==> src/rtl/haz_scoreboard.sv <==
// -----------------------------------------------------------------------------
// haz_scoreboard
//   Decode-stage hazard unit built around a shift-register scoreboard of the
//   destination registers still in flight for DEPTH stages after decode (D).
//   Each entry carries a countdown of the cycles left until its result can be
//   forwarded. ALU results and load data have different latencies.
//   From the scoreboard and the D-stage inputs it produces:
//     - a decode bubble request (o_nop),
//     - per-source forward selects (o_fwd_a / o_fwd_b),
//     - a saturating count of stall cycles (o_stall_cnt).
//
// Ports
//   i_clk, i_rst        clock, synchronous active-high reset
//   i_freeze            whole pipeline held; the scoreboard and counter hold
//   i_flush             D instruction killed; a bubble is pushed in its place
//   i_valid_D           D holds a real instruction
//   i_is_cmp_D          D resolves a compare in D (needs its operands early)
//   i_is_load_D         D is a load (uses the longer result latency)
//   i_is_write_D        D writes i_reg_c_select_D
//   i_use_a_D/_b_D      D reads source A / source B
//   i_reg_*_select_D    source A, source B and destination register numbers
//   o_nop               stall D and push a bubble (combinational)
//   o_fwd_a/_b          0 = register file, k = forward from slot k-1
//   o_stall_cnt         saturating stall-cycle counter
// -----------------------------------------------------------------------------
module haz_scoreboard #(
    parameter int REG_SELECT  = 5,
    parameter int DEPTH       = 3,
    parameter int ALU_LAT     = 1,
    parameter int LOAD_LAT    = 2,
    parameter int CMP_DIST    = 1,
    parameter int STALL_CNT_W = 16
) (
    input  logic                           i_clk,
    input  logic                           i_rst,
    input  logic                           i_freeze,
    input  logic                           i_flush,
    input  logic                           i_valid_D,
    input  logic                           i_is_cmp_D,
    input  logic                           i_is_load_D,
    input  logic                           i_is_write_D,
    input  logic                           i_use_a_D,
    input  logic                           i_use_b_D,
    input  logic [REG_SELECT-1:0]          i_reg_a_select_D,
    input  logic [REG_SELECT-1:0]          i_reg_b_select_D,
    input  logic [REG_SELECT-1:0]          i_reg_c_select_D,
    output logic                           o_nop,
    output logic [$clog2(DEPTH+1)-1:0]     o_fwd_a,
    output logic [$clog2(DEPTH+1)-1:0]     o_fwd_b,
    output logic [STALL_CNT_W-1:0]         o_stall_cnt
);

    // A countdown never exceeds LOAD_LAT-1; keep at least one bit so the
    // entry stays well-formed when LOAD_LAT is 1.
    localparam int CNT_W = (LOAD_LAT > 1) ? $clog2(LOAD_LAT) : 1;
    localparam int FWD_W = $clog2(DEPTH + 1);

    // Elaboration-time parameter legality checks
    generate
        if (ALU_LAT < 1) begin : g_err_alu_lat
            $error("haz_scoreboard: ALU_LAT must be at least 1");
        end
        if (LOAD_LAT < ALU_LAT) begin : g_err_load_lt_alu
            $error("haz_scoreboard: LOAD_LAT must not be below ALU_LAT");
        end
        if (LOAD_LAT > DEPTH) begin : g_err_load_gt_depth
            $error("haz_scoreboard: LOAD_LAT must not exceed DEPTH");
        end
        if (CMP_DIST > DEPTH) begin : g_err_cmp_dist
            $error("haz_scoreboard: CMP_DIST must not exceed DEPTH");
        end
    endgenerate

    // Scoreboard state: slot 0 is the stage right after D.
    logic [DEPTH-1:0]                 r_vld;
    logic [DEPTH-1:0][REG_SELECT-1:0] r_rd;
    logic [DEPTH-1:0][CNT_W-1:0]      r_cnt;
    logic [STALL_CNT_W-1:0]           r_stall_cnt;

    logic             w_hit_a;
    logic             w_hit_b;
    logic [FWD_W-1:0] w_code_a;
    logic [FWD_W-1:0] w_code_b;
    logic [CNT_W-1:0] w_cnt_a;
    logic [CNT_W-1:0] w_cnt_b;
    logic             w_early_a;
    logic             w_early_b;
    logic             w_haz_a;
    logic             w_haz_b;
    logic             w_nop;
    logic             w_push_vld;
    logic [CNT_W-1:0] w_push_cnt;

    // Countdown step as an entry moves one slot: decrement, floor at zero.
    function automatic logic [CNT_W-1:0] dec_floor(input logic [CNT_W-1:0] cnt);
        logic [CNT_W-1:0] res;
        if (cnt != {CNT_W{1'b0}}) begin
            res = cnt - {{(CNT_W-1){1'b0}}, 1'b1};
        end else begin
            res = {CNT_W{1'b0}};
        end
        return res;
    endfunction

    // Youngest-match search per source. Scanning from the oldest slot down
    // lets a younger write overwrite (shadow) an older one to the same register.
    always_comb begin
        w_hit_a   = 1'b0;
        w_hit_b   = 1'b0;
        w_code_a  = {FWD_W{1'b0}};
        w_code_b  = {FWD_W{1'b0}};
        w_cnt_a   = {CNT_W{1'b0}};
        w_cnt_b   = {CNT_W{1'b0}};
        w_early_a = 1'b0;
        w_early_b = 1'b0;
        for (int i = DEPTH - 1; i >= 0; i--) begin
            if (r_vld[i] && (r_rd[i] == i_reg_a_select_D)) begin
                w_hit_a   = 1'b1;
                w_code_a  = FWD_W'(i + 1);
                w_cnt_a   = r_cnt[i];
                w_early_a = (i < CMP_DIST);
            end else begin
                w_hit_a   = w_hit_a;
            end
            if (r_vld[i] && (r_rd[i] == i_reg_b_select_D)) begin
                w_hit_b   = 1'b1;
                w_code_b  = FWD_W'(i + 1);
                w_cnt_b   = r_cnt[i];
                w_early_b = (i < CMP_DIST);
            end else begin
                w_hit_b   = w_hit_b;
            end
        end
    end

    // Hazard, bubble, forward select and push-entry decode
    always_comb begin
        // Register 0 is hard-wired and an unused source never needs a value.
        w_haz_a = i_use_a_D && (i_reg_a_select_D != {REG_SELECT{1'b0}}) && w_hit_a &&
                  ((w_cnt_a != {CNT_W{1'b0}}) || (i_is_cmp_D && w_early_a));
        w_haz_b = i_use_b_D && (i_reg_b_select_D != {REG_SELECT{1'b0}}) && w_hit_b &&
                  ((w_cnt_b != {CNT_W{1'b0}}) || (i_is_cmp_D && w_early_b));

        // A flushed instruction is dropped anyway, so it never stalls.
        w_nop = i_valid_D && !i_flush && (w_haz_a || w_haz_b);

        if (i_use_a_D && (i_reg_a_select_D != {REG_SELECT{1'b0}}) && w_hit_a && !w_haz_a) begin
            o_fwd_a = w_code_a;
        end else begin
            o_fwd_a = {FWD_W{1'b0}};
        end
        if (i_use_b_D && (i_reg_b_select_D != {REG_SELECT{1'b0}}) && w_hit_b && !w_haz_b) begin
            o_fwd_b = w_code_b;
        end else begin
            o_fwd_b = {FWD_W{1'b0}};
        end

        w_push_vld = i_valid_D && i_is_write_D &&
                     (i_reg_c_select_D != {REG_SELECT{1'b0}}) && !w_nop && !i_flush;
        if (i_is_load_D) begin
            w_push_cnt = CNT_W'(LOAD_LAT - 1);
        end else begin
            w_push_cnt = CNT_W'(ALU_LAT - 1);
        end
    end

    // Scoreboard shift and stall counter; everything holds while frozen.
    always_ff @(posedge i_clk) begin
        if (i_rst) begin
            r_vld       <= {DEPTH{1'b0}};
            r_stall_cnt <= {STALL_CNT_W{1'b0}};
            for (int i = 0; i < DEPTH; i++) begin
                r_rd[i]  <= {REG_SELECT{1'b0}};
                r_cnt[i] <= {CNT_W{1'b0}};
            end
        end else if (!i_freeze) begin
            for (int i = DEPTH - 1; i >= 1; i--) begin
                r_vld[i] <= r_vld[i-1];
                r_rd[i]  <= r_rd[i-1];
                r_cnt[i] <= dec_floor(r_cnt[i-1]);
            end
            r_vld[0] <= w_push_vld;
            r_rd[0]  <= i_reg_c_select_D;
            r_cnt[0] <= w_push_cnt;
            if (w_nop && (r_stall_cnt != {STALL_CNT_W{1'b1}})) begin
                r_stall_cnt <= r_stall_cnt + {{(STALL_CNT_W-1){1'b0}}, 1'b1};
            end else begin
                r_stall_cnt <= r_stall_cnt;
            end
        end else begin
            r_vld       <= r_vld;
            r_stall_cnt <= r_stall_cnt;
        end
    end

    assign o_nop       = w_nop;
    assign o_stall_cnt = r_stall_cnt;

endmodule

==> config.mk <==
export PLATFORM = sky130hd
export DESIGN_NAME = haz_scoreboard
export DESIGN_NICKNAME = d
export VERILOG_FILES = /design/src/rtl/haz_scoreboard.sv
export SDC_FILE = /design/constraint.sdc
export NUM_CORES = 1
export LEC_CHECK = 0
export CORE_UTILIZATION = 50
export CTS_CLUSTER_SIZE = 16
export DETAILED_ROUTE_END_ITERATION = 8
export PLACE_DENSITY = 0.8
export RECOVER_POWER = 50
export SLEW_MARGIN = 20
export SYNTH_ARGS = -nofsm -noshare
export SYNTH_HDL_FRONTEND = slang
export SYNTH_SLANG_ARGS = --single-unit
==> constraint.sdc <==
create_clock -name i_clk -period 2.85 [get_ports i_clk]
set_input_delay 0.57 -clock i_clk [delete_from_list [all_inputs] [get_ports i_clk]]
set_output_delay 0.57 -clock i_clk [all_outputs]
set_load 0.01 [all_outputs]
==> results.md <==
* Multiplexer area fraction after synthesis at 11.8%
* Sequential element share of the synthesized area at 34.9%
* Vias in the first global route at 1861
* Post-Syn Area at 0.00201 mm2
* FMAX at 0.366 GHz
* Top cell type by total area after synthesis: dfxtp_1
* Worst Setup End Kind: output port
* Register clock-pin slew on the reported worst setup and hold paths at 60 ps
* Insertion delay to the later sink of the worst-skew pair at 290 ps
* PwrDens at 372 mW/mm2
* Yosys top cell area share at 34.9%
* Synth top area cells: dfxtp_1 35%, xor2_1 10%, mux2i_1 9.0%
* Core area at 0.00374 mm2
* Status: complete, no violations
* Hold WS at 499 ps
* Layout Skew at 1.77 ps
* Post-route minimum period at 2730 ps
* Crit-path max FO at 3
* Largest family of logic cells by synthesized area: simple AND/OR/NAND/NOR gates
* VDD IR max at 405 uV
* Via count at 1890
* Type of the worst min-delay path: register to register
* Crit share post-route at 95.9%
* Final wirelength at 4670 um
* Adder-cell share of the synthesized area at 0.624%
* Syn_nets at 262
* Measured slew at the worst slew-check pin at 780 ps
* First-pass GRT wire length at 7940 um
* DR vias/cell at 5.46
* Critical path type: primary input to output port
* Setup TNS at 0 ps
* DIE HEIGHT at 65.3 um
* Detail Placement HPWL at 3430 um
* FF-to-FF Start: r_rd[3]$_SDFFE_PP0N_
* CTS Buf Count at 5
* Buffers on Ports at 45
* Num ports at 46
* Die X at 65.3 um
* Initial Util at 53.6%
* DR DRC count at 0
* Antenna viol nets, final at 0
* Setup violators final at 0
* Register bit count reported by yosys at 35
* Gr ovfl total at 0
* Std-Cell Rows at 22
* R2R Path End: o_stall_cnt[10]$_SDFFE_PP0P_
* Synth-to-Final Area Change at 34.9%
* Leakage power at 0.00114 uW
* Fin. Hold Viols at 0
* WP data arrival at 2160 ps
* Antenna violations before repair at 0
* Clk buf depth at 2
* Crit path capture: o_nop
* Setup slack, reg-to-reg at 470 ps
* Slew Limit Fails at 0
* Drt first pass iters at 4
* Worst Path Required at 2280 ps
* Finished Core Util at 72.3%
* MaxCap Viol Count at 0
* RSZ-0062 raised after global routing: false
* TritonCTS Sinks at 35
* Root Driver: clkbuf_8
* TritonCTS clock tree: built
* Largest net degree at the start of global routing at 29
* N_diodes at 0
* Post-Synth Simple-Gate Area at 26.8%
* CTS H-tree depth at 2
* Worst setup startpoint: i_reg_b_select_D[1]
* Routability congestion estimate at 0.883
* Initial DRC Count at 67
* Final nets at 324
* Share of post-route cells with drive strength above 1 at 13.8%
* XOR/XNOR Fraction of Synth Area at 13.1%
* Global Route Usage Sum at 24.3%
* DIE AREA at 0.00427 mm2
* CTS Hold Buffers Added at 0
* Synth Area in Compound Gates at 8.86%
* Yosys warning count at 0
* Avg Cell Area, Syn at 8.50 um2
* Netlist cell types at 34
* Wire length per cell at 13.5 um
* Slew margin rel. at 48.0%
* R2R depth at 8
* Synthesized instance count at 236
* Worst Setup Start Kind: primary input
## through the flow
step	area [um2]	worst slack [ps]	instances	power (uW)
final	2710	116	346	1010
after global placement	2600	-453	338	653
after detailed placement	2600	-445	338	655
after floorplan	2010	352	236	582
after global routing	2710	27.4	346	1050
after CTS	2690	10.5	345	1020
## cells in the final DEF, fill, tap and decap left out, types with 2 or more instances in the layout
cell type,n
buf_2,4
nand3_1,11
nor2_1,34
or4_1,9
nand2_1,10
or3_1,3
o31ai_1,8
dlymetal6s2s_1,4
nor2b_1,6
mux2_1,5
mux2i_1,18
nand4_1,2
o21ai_0,2
nor3_1,8
dlygate4sd3_1,11
xnor2_1,6
clkbuf_1,2
nor4_1,5
nor3b_1,2
dlygate4sd2_1,3
o21ai_1,3
a21oi_1,14
clkbuf_8,6
nor4_2,3
buf_4,20
and3_1,3
inv_1,2
clkdlybuf4s50_1,22
xor2_1,24
dfxtp_1,35
## power by group
| group | internal (uW) | switching [uW] | total, uW |
|---|---|---|---|
| sequential | 498 | 13.2 | 512 |
| clock | 189 | 171 | 361 |
| combinational | 73.4 | 60.9 | 134 |
| total | 761 | 245 | 1010 |
## how the worst min path moves through the flow
stage	depth (start not counted)	from	slack [ps]	to
CTS	2	o_stall_cnt[15]$_SDFFE_PP0P_	510	o_stall_cnt[15]$_SDFFE_PP0P_
finish	2	o_stall_cnt[15]$_SDFFE_PP0P_	500	o_stall_cnt[15]$_SDFFE_PP0P_
global route	2	o_stall_cnt[15]$_SDFFE_PP0P_	530	o_stall_cnt[15]$_SDFFE_PP0P_
floorplan	2	r_vld[0]$_SDFFE_PP0N_	470	r_vld[0]$_SDFFE_PP0N_
global placement	2	o_stall_cnt[15]$_SDFFE_PP0P_	480	o_stall_cnt[15]$_SDFFE_PP0P_
detailed placement	2	o_stall_cnt[4]$_SDFFE_PP0P_	500	o_stall_cnt[4]$_SDFFE_PP0P_
## cells by family (layout without fill, tap and decap cells)
| group | Yosys count | count (layout) |
|---|---|---|
| simple gates | 103 | 103 |
| mux | 23 | 23 |
| fa+ha+maj | 1 | 1 |
| xor+xnor | 30 | 30 |
| compound gates | 30 | 30 |
| buf+inv | 14 | 76 |
| flops | 35 | 35 |
## registers in the layout (all words and copies together) (netlist names)
signal       count
o_stall_cnt     16
r_vld            3
r_cnt            1
r_rd            15
## synth_stat cells, drive strengths merged
cell,n
mux2i,18
o2111ai,1
o22a,1
or2,2
nand4,2
nand2b,1
o21ai,6
xor2,24
buf,7
dfxtp,35
ha,1
and4,1
nor3b,2
or3,3
or3b,1
nor3,8
o31ai,8
nor2,34
or4,10
inv,2
nand3,11
nand2,10
xnor2,6
and3,4
mux2,5
a21oi,14
nor2b,6
clkbuf,5
nor4,8
## metal layers
metal	share of wire, %	vias up	GRT usage (%)
met4	3.4	0	15.5
met2	46	50	39.8
met1	46	858	29.1
met5	0	-	0
li1	-	966	-
met3	4.1	16	4.34
## worst max-delay path: stages
cell             delay, ps
clkdlybuf4s50_1        450
or4_1                  550
o21ai_1                190
o22a_1                 210
nor3_1                  50
buf_2                  140
## timing repair
action | 4_1_cts | 5_1_grt
buffers inserted | 0 | 1
pin swaps | 7 | 6
setup endpoints to repair | 5 | 5
resized for setup | 26 | 5
hold endpoints to repair | 0 | 0
## area by class of cell
type                    instances  area [um2]
repair buffers                 67         596
fillers                       325        1040
inverters                       2        7.51
flip-flops and latches         35         701
clock buffers                   6        82.6
clock inverters                 1        5.00
multi-input cells             187        1250
well taps                      48        60.1
Power figures use the tool's default switching activity.
